--- config.mk ---
export PLATFORM = sky130hd
export DESIGN_NAME = bpu_update_gen_flat
export DESIGN_NICKNAME = d
export VERILOG_FILES = /design/src/rtl/bpu_update_gen_pkg.sv /design/src/rtl/bpu_update_gen_if.sv /design/src/rtl/bpu_update_gen_upd_fifo.sv /design/src/rtl/bpu_update_gen.sv /design/src/flat_wrapper.sv
export SDC_FILE = /design/constraint.sdc
export NUM_CORES = 1
export LEC_CHECK = 0
export ABC_AREA = 1
export CAP_MARGIN = 20
export CORE_MARGIN = 1.5
export CORE_UTILIZATION = 34
export CTS_CLUSTER_DIAMETER = 60
export CTS_CLUSTER_SIZE = 10
export DETAILED_ROUTE_END_ITERATION = 10
export SYNTH_ARGS = -nofsm -noshare
export SYNTH_HDL_FRONTEND = slang
export SYNTH_SLANG_ARGS = --single-unit
--- constraint.sdc ---
create_clock -name clk -period 7.2 [get_ports clk]
set_clock_uncertainty 0.1 [all_clocks]
set_input_delay 1.08 -clock clk [delete_from_list [all_inputs] [get_ports clk]]
set_output_delay 1.08 -clock clk [all_outputs]
set_load 0.02 [all_outputs]
--- src/rtl/bpu_update_gen_pkg.sv ---
// Shared BPU types used by the back-end update generator: prediction record,
// predictor update record, branch-type codes and the generator's FSM states.
package bpu_update_gen_pkg;

  localparam int BPU_LPHT_ADDR_WIDTH = 8;

  localparam logic [1:0] BR_OTHER       = 2'b00;
  localparam logic [1:0] BR_PC_RELATIVE = 2'b01;
  localparam logic [1:0] BR_CALL        = 2'b10;
  localparam logic [1:0] BR_RETURN      = 2'b11;

  typedef struct packed {
    logic                           taken;
    logic [29:0]                    npc;
    logic [1:0]                     lphr;
    logic [BPU_LPHT_ADDR_WIDTH-1:0] lphr_index;
    logic [1:0]                     fsc;
  } bpu_predict_t;

  typedef struct packed {
    logic                           flush;
    logic [29:0]                    pc;
    logic [31:0]                    br_target;
    logic [1:0]                     br_type;
    logic                           br_taken;
    logic                           btb_update;
    logic                           lpht_update;
    logic [1:0]                     lphr;
    logic [BPU_LPHT_ADDR_WIDTH-1:0] lphr_index;
  } bpu_update_t;

  typedef enum logic [1:0] {
    RUN   = 2'd0,
    FLUSH = 2'd1,
    DRAIN = 2'd2
  } upd_state_e;

endpackage

--- src/rtl/bpu_update_gen_if.sv ---
// Bundle between execute/back end and the update generator.
// slave is the generator side, master is the execute/back-end side.
interface bpu_update_gen_if;
  import bpu_update_gen_pkg::*;

  logic         res_valid_i;
  logic         res_ready_o;
  logic [29:0]  res_pc_i;
  logic         res_is_branch_i;
  logic [1:0]   res_br_type_i;
  logic         res_taken_i;
  logic [31:0]  res_target_i;
  bpu_predict_t res_pred_i;
  logic         front_flush_i;
  logic         kill_ack_i;
  bpu_update_t  update_o;
  logic         mispredict_o;

  modport slave (
    input  res_valid_i, res_pc_i, res_is_branch_i, res_br_type_i,
           res_taken_i, res_target_i, res_pred_i, front_flush_i, kill_ack_i,
    output res_ready_o, update_o, mispredict_o
  );

  modport master (
    output res_valid_i, res_pc_i, res_is_branch_i, res_br_type_i,
           res_taken_i, res_target_i, res_pred_i, front_flush_i, kill_ack_i,
    input  res_ready_o, update_o, mispredict_o
  );

endinterface

--- src/rtl/bpu_update_gen_upd_fifo.sv ---
// Small synchronous FIFO of training updates with head peek.
// Pointers carry one extra wrap bit so full and empty are distinguishable.
module upd_fifo
  import bpu_update_gen_pkg::*;
#(
  parameter int DEPTH = 4
) (
  input  logic        clk,
  input  logic        rst,
  input  logic        push,
  input  bpu_update_t push_data,
  input  logic        pop,
  output bpu_update_t head,
  output logic        full,
  output logic        empty
);

  localparam int AW = $clog2(DEPTH);

  logic [AW:0] wr_ptr;
  logic [AW:0] rd_ptr;
  bpu_update_t mem [DEPTH];

  assign empty = (wr_ptr == rd_ptr);
  assign full  = (wr_ptr[AW] != rd_ptr[AW]) && (wr_ptr[AW-1:0] == rd_ptr[AW-1:0]);
  assign head  = mem[rd_ptr[AW-1:0]];

  // Advance pointers; pushes into a full FIFO and pops from an empty one are ignored.
  always_ff @(posedge clk or posedge rst) begin
    if (rst) begin
      wr_ptr <= '0;
      rd_ptr <= '0;
    end else begin
      if (push && !full)  wr_ptr <= wr_ptr + 1'b1;
      if (pop  && !empty) rd_ptr <= rd_ptr + 1'b1;
    end
  end

  // Storage needs no reset: the pointers define which entries are live.
  always_ff @(posedge clk) begin
    if (push && !full) mem[wr_ptr[AW-1:0]] <= push_data;
  end

endmodule

--- src/rtl/bpu_update_gen.sv ---
// Back-end update generator: turns resolved branches into predictor updates,
// issuing a one-cycle redirect flush on mispredict and queueing training
// updates that are retried while the front end's flush has priority.
module bpu_update_gen
  import bpu_update_gen_pkg::*;
#(
  parameter int QUEUE_DEPTH     = 4,
  parameter int LPHT_ADDR_WIDTH = BPU_LPHT_ADDR_WIDTH
) (
  input logic              clk,
  input logic              rst,
  bpu_update_gen_if.slave  bus
);

  upd_state_e  state_q;
  upd_state_e  state_d;
  logic [29:0] anpc;
  logic        mis;
  logic        btb_upd;
  logic        lpht_upd;
  logic        ready;
  logic        accept;
  logic        fifo_push;
  logic        fifo_pop;
  logic        fifo_full;
  logic        fifo_empty;
  logic [LPHT_ADDR_WIDTH-1:0] lphr_index;
  bpu_update_t train;
  bpu_update_t head;
  bpu_update_t flush_q;

  assign lphr_index = bus.res_pred_i.lphr_index;

  // Resolve the actual next PC, detect a mispredict and build the training record.
  always_comb begin
    anpc     = bus.res_taken_i ? bus.res_target_i[31:2] : bus.res_pc_i + 30'd1;
    mis      = bus.res_is_branch_i &
               ((bus.res_taken_i != bus.res_pred_i.taken) | (anpc != bus.res_pred_i.npc));
    btb_upd  = bus.res_is_branch_i & bus.res_taken_i & mis;
    lpht_upd = bus.res_is_branch_i & (bus.res_br_type_i == BR_PC_RELATIVE);

    train             = '0;
    train.flush       = 1'b0;
    train.pc          = bus.res_pc_i;
    train.br_target   = bus.res_target_i;
    train.br_type     = bus.res_br_type_i;
    train.br_taken    = bus.res_taken_i;
    train.btb_update  = btb_upd;
    train.lpht_update = lpht_upd;
    train.lphr        = bus.res_pred_i.lphr;
    train.lphr_index  = lphr_index;
  end

  // Next-state and ready: RUN accepts when the queue has room, FLUSH blocks for
  // the single redirect cycle, DRAIN swallows wrong-path records until kill ack.
  always_comb begin
    state_d = state_q;
    ready   = 1'b0;
    unique case (state_q)
      RUN: begin
        ready = ~fifo_full;
        if (bus.res_valid_i && ready && mis) state_d = FLUSH;
      end
      FLUSH: begin
        ready   = 1'b0;
        state_d = bus.kill_ack_i ? RUN : DRAIN;
      end
      DRAIN: begin
        ready = 1'b1;
        if (bus.kill_ack_i) state_d = RUN;
      end
      default: begin
        ready   = 1'b0;
        state_d = RUN;
      end
    endcase
    ready = ready & ~rst;
  end

  assign accept    = bus.res_valid_i & ready;
  assign fifo_push = (state_q == RUN) & accept & ~mis & (btb_upd | lpht_upd);
  assign fifo_pop  = (state_q != FLUSH) & ~fifo_empty & ~bus.front_flush_i;

  // State register.
  always_ff @(posedge clk or posedge rst) begin
    if (rst) state_q <= RUN;
    else     state_q <= state_d;
  end

  // Capture the redirect update; its target is the corrected next PC.
  always_ff @(posedge clk or posedge rst) begin
    if (rst) begin
      flush_q <= '0;
    end else if ((state_q == RUN) && accept && mis) begin
      flush_q           <= train;
      flush_q.flush     <= 1'b1;
      flush_q.br_target <= {anpc, 2'b00};
    end
  end

  upd_fifo #(
    .DEPTH (QUEUE_DEPTH)
  ) u_fifo (
    .clk       (clk),
    .rst       (rst),
    .push      (fifo_push),
    .push_data (train),
    .pop       (fifo_pop),
    .head      (head),
    .full      (fifo_full),
    .empty     (fifo_empty)
  );

  // Output mux: redirect during FLUSH, otherwise the queue head or nothing.
  always_comb begin
    bus.update_o     = '0;
    bus.mispredict_o = 1'b0;
    if (state_q == FLUSH) begin
      bus.update_o     = flush_q;
      bus.mispredict_o = 1'b1;
    end else if (!fifo_empty) begin
      bus.update_o       = head;
      bus.update_o.flush = 1'b0;
    end
  end

  assign bus.res_ready_o = ready;

endmodule

--- src/flat_wrapper.sv ---
// flat-port wrapper written by rule: the top's interface ports become plain ports
module bpu_update_gen_flat import bpu_update_gen_pkg::*;
#(
  parameter int QUEUE_DEPTH     = 4,
  parameter int LPHT_ADDR_WIDTH = BPU_LPHT_ADDR_WIDTH
)
  (clk, rst, bus_res_valid_i, bus_res_pc_i, bus_res_is_branch_i, bus_res_br_type_i, bus_res_taken_i, bus_res_target_i, bus_res_pred_i, bus_front_flush_i, bus_kill_ack_i, bus_res_ready_o, bus_update_o, bus_mispredict_o);
  bpu_update_gen_if bus_i ();
  input logic clk;
  input logic rst;
  input wire logic [$bits(bus_i.res_valid_i)-1:0] bus_res_valid_i;
  input wire logic [$bits(bus_i.res_pc_i)-1:0] bus_res_pc_i;
  input wire logic [$bits(bus_i.res_is_branch_i)-1:0] bus_res_is_branch_i;
  input wire logic [$bits(bus_i.res_br_type_i)-1:0] bus_res_br_type_i;
  input wire logic [$bits(bus_i.res_taken_i)-1:0] bus_res_taken_i;
  input wire logic [$bits(bus_i.res_target_i)-1:0] bus_res_target_i;
  input wire logic [$bits(bus_i.res_pred_i)-1:0] bus_res_pred_i;
  input wire logic [$bits(bus_i.front_flush_i)-1:0] bus_front_flush_i;
  input wire logic [$bits(bus_i.kill_ack_i)-1:0] bus_kill_ack_i;
  output wire logic [$bits(bus_i.res_ready_o)-1:0] bus_res_ready_o;
  output wire logic [$bits(bus_i.update_o)-1:0] bus_update_o;
  output wire logic [$bits(bus_i.mispredict_o)-1:0] bus_mispredict_o;
  assign bus_i.res_valid_i = bus_res_valid_i;
  assign bus_i.res_pc_i = bus_res_pc_i;
  assign bus_i.res_is_branch_i = bus_res_is_branch_i;
  assign bus_i.res_br_type_i = bus_res_br_type_i;
  assign bus_i.res_taken_i = bus_res_taken_i;
  assign bus_i.res_target_i = bus_res_target_i;
  assign bus_i.res_pred_i = bus_res_pred_i;
  assign bus_i.front_flush_i = bus_front_flush_i;
  assign bus_i.kill_ack_i = bus_kill_ack_i;
  assign bus_res_ready_o = bus_i.res_ready_o;
  assign bus_update_o = bus_i.update_o;
  assign bus_mispredict_o = bus_i.mispredict_o;
  bpu_update_gen #(.QUEUE_DEPTH(QUEUE_DEPTH), .LPHT_ADDR_WIDTH(LPHT_ADDR_WIDTH)) u_core (.clk(clk), .rst(rst), .bus(bus_i));
endmodule
# Word level (Yosys, flattened, before mapping)
# Memory sizes are Yosys's and may differ from the RTL's.
# Cells that the tools add are included.
[word_totals] out_inout_bits=80 in_bits=114 n_memories=1 reg_bits=84 elab_cells=67 mem_bits_rw=308
[memory_table] name="u_core.u_fifo.mem" words=4 word_bits=77 rd=1 rd_clocked_by_memory_dff=0 write_ports=1 line_no="bpu_update_gen_upd_fifo.sv:22" text="bpu_update_t mem [DEPTH];"
[op_classes] n_eq_ne=11 reduce_logical=11 n_bitwise=18 n_mux=11 addsub=3
[op_table] op="78-bit 2-to-1 mux" count=1
[op_table] op="77-bit 2-to-1 mux" count=1
[op_table] op="30-bit by 1-bit adder with 30-bit output (second input constant)" count=1
[op_table] op="30-bit 2-to-1 mux" count=1
[op_table] op="30-bit != test" count=1
[op_table] op="1-bit bitwise AND" count=11
[op_table] op="1-bit logical AND" count=7
[op_table] op="3-bit by 1-bit adder with 3-bit output (second input constant)" count=2
[op_table] op="2-bit 2-to-1 mux" count=3
[op_table] op="2-bit case mux with 3 select lines" count=1
[op_table] op="1-bit inverter" count=5
[op_table] op="2-bit by 1-bit equality test with 1-bit output (second input constant)" count=2
[op_table] op="2-bit by 1-bit != test with 1-bit output (second input constant)" count=2
[op_table] op="3-bit equality test" count=1
[op_table] op="1-bit 2-to-1 mux" count=3
[op_table] op="2-bit equality test" count=1
[op_table] op="2-bit equality test (second input constant)" count=1
[op_table] op="1-bit logical NOT" count=2
[op_table] op="2-bit logical NOT" count=1
[op_table] op="1-bit != test" count=2
[op_table] op="2-bit != test (second input constant)" count=1
[op_table] op="1-bit OR" count=2
[op_table] op="1-bit case mux with 2 select lines" count=1
[op_table] op="2-bit AND reduction" count=1

# Depth between registers and ports, before layout
[logic_depth] word_depth=12 mapped_depth=21 depth_no_buf=20

# By module
# Synthesis repeated with hierarchy kept, for this count alone.
[unflattened] cells_unflattened=1859 hier_area_um2=18157.4
[by_module_without_submodules] module="upd_fifo" area_per_inst_um2=11939.0 seq_area_each_um2=9519.1 instances=1 cells_per_inst=816
[by_module_without_submodules] module="bpu_update_gen" area_per_inst_um2=6218.5 seq_area_each_um2=1951.9 instances=1 cells_per_inst=1043

# Worst setup path after synthesis
# Ideal clock, no wire load.
[synth_path] path_kind="input -> register" start="input bus_res_pc_i[0]" end="memory u_core.u_fifo.mem[0][0] (netlist name) (enable)" slack_ns=0.637 required_time_ns=6.587 arrival_ns=5.950 n_path_buf=0 setup_time_ns=0.513 path_stages=17 path_cell_list="ha_1 > nand2_1 > nor2_4 > nand2_1 > nor2_1 > nand3_1 > nand3_1 > nand2_1 > nand2_1 > nand2_1 > nor2_1 > nand2_1 > nor2_1 > nand3_2 > nand2_1 > nand2_1 > nor2_1"
[synth_between] elab_chain_cells=11 word_cells_on_any_way=13 classes_between="1 x add/sub; 1 x eq/ne; 3 x mux; 7 x bitwise; 1 x reduce/logical"
[synth_rtl] item="start: declaration" line_no="flat_wrapper.sv:12" text="input wire logic [$bits(bus_i.res_pc_i)-1:0] bus_res_pc_i;"
[synth_rtl] item="30-bit by 1-bit adder with 30-bit output *" line_no="bpu_update_gen.sv:36" text="anpc = bus.res_taken_i ? bus.res_target_i[31:2] : bus.res_pc_i + 30'd1;"
[synth_rtl] item="30-bit 2-to-1 mux *" line_no="bpu_update_gen.sv:36"
[synth_rtl] item="30-bit != test *" line_no="bpu_update_gen.sv:38" text="((bus.res_taken_i != bus.res_pred_i.taken) | (anpc != bus.res_pred_i.npc));"
[synth_rtl] item="1-bit OR *" line_no="bpu_update_gen.sv:38"
[synth_rtl] item="1-bit bitwise AND *" line_no="bpu_update_gen.sv:37" text="mis = bus.res_is_branch_i &"
[synth_rtl] item="1-bit bitwise AND or 1-bit inverter (tied branches)" line_no="bpu_update_gen.sv:39, bpu_update_gen.sv:81"
[synth_rtl] item="1-bit OR or 1-bit bitwise AND (tied branches)" line_no="bpu_update_gen.sv:81" text="assign fifo_push = (state_q == RUN) & accept & ~mis & (btb_upd | lpht_upd);"
[synth_rtl] item="1-bit bitwise AND *" line_no="bpu_update_gen.sv:81"
[synth_rtl] item="1-bit logical AND *" line_no="bpu_update_gen_upd_fifo.sv:41" text="if (push && !full) mem[wr_ptr[AW-1:0]] <= push_data;"
[synth_rtl] item="1-bit 2-to-1 mux *" line_no="bpu_update_gen_upd_fifo.sv:41"
[synth_rtl] item="1-bit 2-to-1 mux (not written as such) *" line_no="bpu_update_gen_upd_fifo.sv:41"
[synth_rtl] item="end: declaration" line_no="bpu_update_gen_upd_fifo.sv:22"
# Every way passes the cells marked *; elsewhere a longest branch is shown, timed or not.

# Final worst setup path
[layout_path] start="register u_core.u_fifo.rd_ptr[0]" end="output bus_update_o[50]"
[layout_between] elab_chain_cells=3 word_cells_on_any_way=4 classes_between="1 x eq/ne; 2 x mux; 1 x memory"
[layout_rtl] item="start: declaration" line_no="bpu_update_gen_upd_fifo.sv:21" text="logic [AW:0] rd_ptr;"
[layout_rtl] item="start signal: assignment" line_no="bpu_update_gen_upd_fifo.sv:35" text="if (pop && !empty) rd_ptr <= rd_ptr + 1'b1;"
[layout_rtl] item="memory read 4 x 77 bit or 3-bit equality test (tied branches)"
[layout_rtl] item="77-bit 2-to-1 mux *" line_no="bpu_update_gen.sv:121" text="end else if (!fifo_empty) begin"
[layout_rtl] item="78-bit 2-to-1 mux *" line_no="bpu_update_gen.sv:118" text="if (state_q == FLUSH) begin"
[layout_rtl] item="end: declaration" line_no="flat_wrapper.sv:21" text="output wire logic [$bits(bus_i.update_o)-1:0] bus_update_o;"
# Marks and branches as above.

==> key figures <==
Status
  • Status: finished, final reports clean

GRT
  • First-pass GRT wire length: 81400 microns
  • Antenna violations before repair: 3
  • Vias in the first global route: 13000
  • Largest net degree at the start of global routing: 115
  • Total Routing Usage GR: 20.1%
  • Grt ovf: 0

Synth
  • Seq/Total Area, Yosys: 64.2%
  • Avg Inst Size Synth: 10.3 sq um
  • Top cell type's share of synthesized area: 52.3%
  • Count leader, synth: nand2_1
  • Post-Synthesis Cells: 1713
  • Synth cell count leaders: nand2_1, edfxtp_1, nor2_1
  • Number of flops mapped to enable cells by yosys: 308
  • Yosys warns: 0
  • Post-synthesis cell type count: 30
  • Most area-hungry cell type in the Yosys netlist: edfxtp_1
  • Synth top area cells: edfxtp_1, dfrtp_1, nand2_1
  • Seq cells post-synth: 392
  • Top_reg_cell synth: edfxtp_1
  • Post-Syn Area: 17700 sq um
  • Post-synth ARST share: 21.4%
  • Synthesized Nets: 1833

Placement
  • Placer Congestion: 0.828
  • # port buffers: 191
  • Area after DPL: 20300 sq um
  • Final HPWL DP: 32700 microns

Floorplan
  • Die Span X: 231 microns
  • Core area: 51400 sq um
  • Row cnt: 83
  • Initial Util: 34.4%
  • Die height: 231 microns
  • # IOs: 194
  • DIE AREA: 53400 sq um

Timing
  • Shortest period the worst path allows: 5.23 ns
  • Period Utilization, post-route: 72.6%
  • Final hold vios: 0
  • Final slew viol count: 0
  • RSZ-0062 raised after global routing: no
  • Final Hold Slack: 0.362 ns
  • Setup TNS Final: 0 ns
  • Worst-Margin Slew: 1.11 ns
  • Max-slew headroom: 26.2%
  • Final setup viols: 0
  • Fmax achieved: 191 MHz

CTS
  • Worst skew pair latency: 0.57 ns
  • Htree depth: 2
  • Clk buf depth: 3
  • Hold_buf cts: 0
  • Clock slew at reported path FFs: 0.06 ns
  • Total CTS buffers: 45
  • Root Driver: clkbuf_16
  • Postcts setup bufs: 0
  • Post_cts resized: 0
  • Clock Sinks: 392
  • TritonCTS clock tree: yes

Pwr
  • Power Density: 374 nW/um^2
  • Peak supply drop: 0.188 mV
  • Leakage: 0.00838 uW

Detailed routing
  • WL final: 54100 microns
  • First-pass detailed-route iteration total: 7
  • Detailed-route via count: 13600
  • Initial DRC count: 1149
  • Antenna-violating nets left: 0
  • Wirelength per Cell: 20.9 microns
  • Drt via density: 5.25
  • Drt drc: 0

Final layout
  • Share of cells above drive strength 1: 6.66%
  • Layout Nets: 1991
  • Syn-to-layout area delta: 22.6%
  • Antenna cells: 0
  • Post-route cell area: 21700 sq um

Setup path
  • CP Launch Type: flip-flop
  • WS Path Type: flip-flop to primary output
  • CP required: 6.02 ns
  • CP arrival: 4.05 ns
  • Critical path endpoint category: primary output
  • Maximum fanout along the worst path: 72

Run
  • Max Cap Viol: 0

Worst hold path
  • Hold Crit Class: flip-flop to flip-flop
[layout make-up]
type | instances | area [sq um]
fillers | 4902 | 29700
flip-flops and latches | 392 | 11400
multi-input cells | 1113 | 5550
repair buffers | 216 | 2210
clock buffers | 79 | 1310
well taps | 680 | 851
inverters | 103 | 392
clock inverters | 3 | 18.8
[metal layers]
layer  share of wire (%)  track usage [%]
met1                  44             27.0
met2                  48             33.2
met3                 6.2             4.06
met4                 1.9             4.88
met5               0.067                0
[path summary, 6_finish.rpt]
path	depth (start not counted)	slack, ns	from	endpoint
max	7	1.97	u_core.u_fifo.rd_ptr[0]	bus_update_o[50]
min	2	0.36	u_core.flush_q[77]	u_core.flush_q[77]
max reg2reg	9	3.17	u_core.u_fifo.rd_ptr[0]	u_core.u_fifo.mem[1][65]
min reg2reg	2	0.36	u_core.flush_q[77]	u_core.flush_q[77]
max in group asynchronous	3	5.39	rst	u_core.u_fifo.rd_ptr[0]
min in group asynchronous	2	0.73	rst	u_core.flush_q[8]
[metrics by stage]
stage	setup slack, ns	utilization [%]	instances	power [uW]
CTS	1.81	42.1	2584	8170
finish	1.97	42.2	2586	8110
global placement	1.49	39.5	2502	6020
detailed placement	1.48	39.5	2502	6060
global route	1.67	42.2	2586	8540
floorplan	0.637	-	1713	4670
[worst max-delay path, stage by stage (launching register included)]
cell and delay (ns):
dfrtp_4 0.95, xnor2_1 0.18, nand3b_1 0.12, nand2_1 0.15, inv_2 0.61, buf_4 0.53
a22o_1 0.28, clkdlybuf4s50_1 0.64
[sequential cells by signal (all words and copies together) (netlist names)]
signal,cells
u_core.flush_q,76
u_core.state_q,2
u_core.u_fifo.mem,308
u_core.u_fifo.rd_ptr,3
u_core.u_fifo.wr_ptr,3
[power by group]
| group | leakage, uW | total (uW) | switching (uW) | internal, uW |
|---|---|---|---|---|
| clock | 0.000635 | 2100 | 883 | 1220 |
| combinational | 0.00393 | 3160 | 1860 | 1300 |
| sequential | 0.00382 | 2850 | 199 | 2650 |
| total | 0.00838 | 8110 | 2940 | 5170 |
[logic make-up after synthesis]
| kind of cell | share of synthesized area [%] |
|---|---|
| flip-flops | 64.2 |
| AO/OA/AOI/OAI | 11.1 |
| buffers and inverters | 4.72 |
| AND/OR/NAND/NOR | 19.2 |
| adder cells (fa/ha/maj) | 0.424 |
| XOR/XNOR | 0.347 |
[cell usage in the layout, fill, tap and decap left out, drive strengths merged]
cell type      synthesis  layout
o21ai                158     158
clkdlybuf4s50          0     190
a22o                  75      75
o211ai                 1       1
clkinv                 0       4
edfxtp               308     308
nand4                 78      78
dfrtp                 84      84
clkbuf                82      79
xor2                   4       4
xnor2                  3       3
or2                   22      22
o21bai                 2       2
nand2                369     369
nand3b                14      14
nor3                   3       3
a21boi                 1       1
o22ai                 75      75
ha                     6       6
nor2                 224     224
nand3                 73      73
buf                   23      26
inv                  103     102
a21oi                  5       5
Note: power is estimated with default switching activity, not from simulation.
==> variant 1 (same settings) <==
Re-encode `upd_state_e` (3 states) as one-hot, 3 bits wide.
--- a/src/rtl/bpu_update_gen_pkg.sv
+++ b/src/rtl/bpu_update_gen_pkg.sv
@@ -29,10 +29,10 @@
     logic [BPU_LPHT_ADDR_WIDTH-1:0] lphr_index;
   } bpu_update_t;
 
-  typedef enum logic [1:0] {
-    RUN   = 2'd0,
-    FLUSH = 2'd1,
-    DRAIN = 2'd2
+  typedef enum logic [2:0] {
+    RUN   = 3'b001,
+    FLUSH = 3'b010,
+    DRAIN = 3'b100
   } upd_state_e;
 
 endpackage
Formal check against the unedited RTL: no difference found for any inputs over 4 cycles, from zero or initial values and one cycle with rst high; so few cycles prove little.
==> variant 1 against the original RTL <==
Area after synthesis rose by 1.1%. Hold slack got worse by 11 ps. Via count increased by 2.0%. Non-clock buffer count rose by 4. Sequential cell count grew 1. First-iteration DRC count is 32% higher. Fmax fell by 4.5%. Wire length rose by 0.31%. Total power grew 1.3%. Setup slack got worse by 250 ps. Design area rose by 0.91%. Die area up 1.1%.
==> variant 1: results (changes against the original RTL) <==
** GRT
- Via count of the first global-routing pass :: 12980 (was 13010)
- Total global-route track usage :: 19.85% (was 20.09%)
- Antenna violations before repair :: 2 (was 3)
- The global-route wire length before repair was 80.74 mm (was 81.39 mm).

** Routing
- The post-detailed-route wirelength per cell is 20.60 um (was 20.91 um).
- The via count came to 13860 (was 13590).
- The overall routed net length came to 54.25 mm (was 54.08 mm).
- DRT iter0 DRCs :: 1518 (was 1149)
- The total iterations of the first detailed-routing run is 5 (was 7).

** STA
- The smallest setup slack after layout is 1727 ps (was 1973 ps).
- The relative max-transition margin was 32.34% (was 26.23%).
- Worst hold margin :: 350.8 ps (was 361.7 ps)

** Synthesis
- Synth unique cells :: 31 (was 30)
- The cell count after synthesis came to 1754 (was 1713).
- Largest cells by area after synthesis: edfxtp_1 52%, dfrtp_1 12%, nand2_1 7.9%, nor2_1 4.5%, o21ai_0 4.5% (was edfxtp_1 52%, dfrtp_1 12%, nand2_1 7.8%, nor2_1 4.6%, o21ai_0 4.4%).
- Post-synthesis async set-or-reset flop share :: 21.63% (was 21.43%)
- The share of the synthesized area in the top cell type came to 51.70% (was 52.29%).
- Commonest cells in the netlist :: 377 x nand2_1, 308 x edfxtp_1, 214 x nor2_1, 160 x o21ai_0, 114 x inv_1 (was 367 x nand2_1, 308 x edfxtp_1, 215 x nor2_1, 156 x o21ai_0, 100 x inv_1)
- Synthesized netlist net count :: 1874 (was 1833)
- The portion of the post-synthesis area used by sequential elements was 63.59% (was 64.17%).

** Worst setup path
- Maximum cell stage delay along the critical path :: 790 ps (was 950 ps)
- R2r worst-path depth :: 13 (was 9)
- Reg-to-reg slack, setup :: 2900 ps (was 3170 ps)
- The arrival time at the worst endpoint came to 4290 ps (was 4050 ps).
- Biggest fanout along the worst timing path :: 51 (was 72)
- The reg-to-reg critical path endpoint is u_core.flush_q[52] (was u_core.u_fifo.mem[1][65]).

** Placement
- The half-perimeter wire length after placement was 33.88 mm (was 32.68 mm).
- Final estimated routing congestion in global placement :: 0.8824 (was 0.8279)
- The number of cells in the design after placement is 2544 (was 2502).
- Worst-case setup slack after placement :: 1751 ps (was 1482 ps)
- Placed inst area :: 20460 um2 (was 20310 um2)

** Pwr
- The leakage dissipation is 8.562 nW (was 8.384 nW).
- IR Drop Worst-Case VDD :: 0.2094 mV (was 0.1877 mV)
- The internal power component is 5.240 mW (was 5.170 mW).

** Run status
- Status :: complete, no violations (unchanged)

** Final layout
- Fin nets :: 2034 (was 1991)
- Fraction of layout instances using a drive strength above 1 :: 7.179% (was 6.663%)
[variant 1: cell types whose count changed in the layout (fill, tap and decap cells not counted), moves of 4 or more]
cell     before  now
o21ai_0     156  160
nor2_1      210  214
buf_4        16   24
or2_2        22   28
nand2_1     367  377
nor2_4        9    5
inv_1        95  108
buf_12        8    3
[variant 1: layer usage]
metal | track usage [%] | share of wire [%] | vias to the layer above
li1 | - | - | 6480
met1 | 29.14 | 45 | 6784
met2 | 30.61 | 45 | 540
met3 | 2.806 | 7.5 | 58
met4 | 5.317 | 1.6 | 0
met5 | 0 | 0 | -
[variant 1: logic make-up after synthesis]
family          Yosys count  synth area share (%)
simple gates            807                 19.74
flops                   393                 63.59
compound gates          320                 11.06
buf+inv                 223                 4.937
fa+ha+maj                 6                0.4196
xor+xnor                  5                0.2448
[variant 1: layout make-up]
cell class                 count  area, um2
clock buffer                  81       1325
inverter                     116      442.9
tap                          680      850.8
clock inverter                 2      13.76
fill                        4821      29730
multi-input combinational   1138       5658
timing repair buffer         220       2202
sequential                   393      11380
antenna                        3      7.507
[variant 1: worst max path at each step]
stage / end / cells past startpoint
CTS: bus_update_o[60] / 8
global placement: u_core.u_fifo.mem[3][39] / 18
finish: bus_update_o[40] / 9
detailed placement: u_core.u_fifo.mem[1][41] / 17
global route: bus_update_o[60] / 9
floorplan: u_core.u_fifo.mem[0][0] / 18
[variant 1: power groups by stage]
stage / registers (mW) / clock network, mW / logic [mW]
after floorplan: 2.78 / 0 / 1.94
after global placement: 2.90 / 0 / 3.17
after detailed placement: 2.91 / 0 / 3.21
after CTS: 2.87 / 2.15 / 3.22
after global routing: 2.86 / 2.23 / 3.53
final: 2.84 / 2.12 / 3.26
==> variant 2 (config.mk and constraints unchanged) <==
Without the edit above. `QUEUE_DEPTH` is set to 4 in 2 places; all go to 2.
--- a/src/rtl/bpu_update_gen.sv
+++ b/src/rtl/bpu_update_gen.sv
@@ -4,7 +4,7 @@
 module bpu_update_gen
   import bpu_update_gen_pkg::*;
 #(
-  parameter int QUEUE_DEPTH     = 4,
+  parameter int QUEUE_DEPTH     = 2,
   parameter int LPHT_ADDR_WIDTH = BPU_LPHT_ADDR_WIDTH
 ) (
   input logic              clk,
--- a/src/flat_wrapper.sv
+++ b/src/flat_wrapper.sv
@@ -1,7 +1,7 @@
 // flat-port wrapper written by rule: the top's interface ports become plain ports
 module bpu_update_gen_flat import bpu_update_gen_pkg::*;
 #(
-  parameter int QUEUE_DEPTH     = 4,
+  parameter int QUEUE_DEPTH     = 2,
   parameter int LPHT_ADDR_WIDTH = BPU_LPHT_ADDR_WIDTH
 )
   (clk, rst, bus_res_valid_i, bus_res_pc_i, bus_res_is_branch_i, bus_res_br_type_i, bus_res_taken_i, bus_res_target_i, bus_res_pred_i, bus_front_flush_i, bus_kill_ack_i, bus_res_ready_o, bus_update_o, bus_mispredict_o);
Formal check against the unedited RTL: not equivalent (a bounded check fails within 4 cycles, from zero or initial values and one cycle with rst high).
==> variant 2 against the original RTL <==
Sequential share of layout area down 8.4 points. Sequential cell count down 156. Area after synthesis down 33%. Design area down 30%. Total power down 29%. Utilization up 1.8 points. Combinational power down 23%. Setup slack better by 87 ps. Wire length down 39%. Critical path type unchanged. Largest cell class unchanged. Largest power group unchanged.
==> variant 2: results (changes against the original RTL) <==
** GRT
- The number of global-route vias before repair was 8858 (was 13010).
- Global-route wire length before repair :: 50.87 mm (was 81.39 mm)
- Pin count of the biggest net entering global routing :: 78 (was 115)
- The total routing usage reported by global routing came to 18.34% (was 20.09%).

** Synthesis
- The fraction of synthesis flops using an asynchronous set or reset pin was 34.75% (was 21.43%).
- EDFF count, synth :: 154 (was 308)
- Largest cells by area after synthesis :: edfxtp_1 39%, dfrtp_1 17%, nand2_1 8.6%, mux2i_1 6.3%, o21ai_2 5.7% (was edfxtp_1 52%, dfrtp_1 12%, nand2_1 7.8%, nor2_1 4.6%, o21ai_0 4.4%)
- Synth unique cells :: 36 (was 30)
- The net count after synthesis came to 1278 (was 1833).

** Routing
- DRT met1 WL :: 14.45 mm (was 23.58 mm)
- The highest metal layer with signal wires is met4 (was met5).
- DRT iter0 DRCs :: 510 (was 1149)
- The wire length on met3 was 1.634 mm (was 3.364 mm).
- The average via count per standard cell is 4.758 (was 5.255).
- Met2 wirelength from detailed routing :: 16.14 mm (was 26.07 mm)

** Worst setup path
- Reg-to-Reg End :: u_core.u_fifo.mem[1][60] (was u_core.u_fifo.mem[1][65])
- The setup slack of the worst register-to-register path came to 3810 ps (was 3170 ps).
- The arrival time at the worst endpoint is 3960 ps (was 4050 ps).
- Termination of the worst setup path :: bus_update_o[27] (was bus_update_o[50])
- The number of cells traversed by the worst register-to-register path was 8 (was 9).

** Clock network
- Number of clock buffers inserted by TritonCTS :: 30 (was 45)
- Clk_lat worst skew :: 550 ps (was 570 ps)

** Pwr
- The worst ir drop on vdd is 0.2430 mV (was 0.1877 mV).
- Leakage :: 6.151 nW (was 8.384 nW)

** STA
- The relative max-transition margin was 30.89% (was 26.23%).

** Final layout
- The number of fill cells came to 3357 (was 4902).
- The post-layout net count is 1466 (was 1991).
- Fraction of layout instances using a drive strength above 1 :: 19.93% (was 6.663%)

** Run status
- Status: complete, no violations (unchanged).

** Placement
- The half-perimeter wire length after placement came to 22.34 mm (was 32.68 mm).
[variant 2: cell types whose count changed in the layout (fill, tap and decap cells not counted), sizes merged, moves of 11 or more]
cell    change
a22o       -75
buf        -13
clkbuf     -29
edfxtp    -154
inv        -11
mux2i      +75
nand4      -72
nor2      -170
o22ai      -75
[variant 2: kinds of logic after synthesis]
kind of cell	count (synthesis)	synth area share [%]
multiplexers	75	6.299
AND/OR/NAND/NOR	535	21.67
XOR/XNOR	6	0.4410
adder cells (fa/ha/maj)	1	0.1050
buffers and inverters	142	5.900
AO/OA/AOI/OAI	168	9.574
flip-flops	236	56.02
[variant 2: per-stage QoR]
step / util (%) / instances / total power, mW / instance area, um2 / worst slack, ps
finish: 43.94 / 1832 / 5.743 / 15180 / 2060
CTS: 43.93 / 1830 / 5.831 / 15170 / 1911
detailed placement: 41.20 / 1774 / 4.380 / 14230 / 1689
global placement: 41.20 / 1774 / 4.358 / 14230 / 1700
global route: 43.93 / 1830 / 6.064 / 15170 / 1736
floorplan: - / 1163 / 3.304 / 11920 / 1204
[variant 2: power breakdown]
part	switching [mW]	internal, mW
registers	0.230	1.67
clock network	0.567	0.860
logic	1.35	1.07
total	2.14	3.60
[variant 2: critical path: cells and delay by family (launching register included)]
kind / cells / cell delay [ps]
AO/OA/AOI/OAI: 2 / 300
XOR/XNOR: 1 / 220
buffers and inverters: 3 / 1780
flip-flops: 1 / 1080
[variant 2: cell type report]
class	instances	share of cell area, %
antenna	2	0.03297
clock buffer	50	5.778
clock inverter	6	0.4286
inverter	94	2.349
multi-input combinational	785	30.00
sequential	236	44.01
tap	455	3.750
timing repair buffer	204	13.65
[variant 2: metal layers]
metal,vias to the layer above,global-route usage (%)
met3,46,2.981
met4,0,4.210
met2,212,32.19
li1,4294,-
met1,4164,23.64
met5,-,0
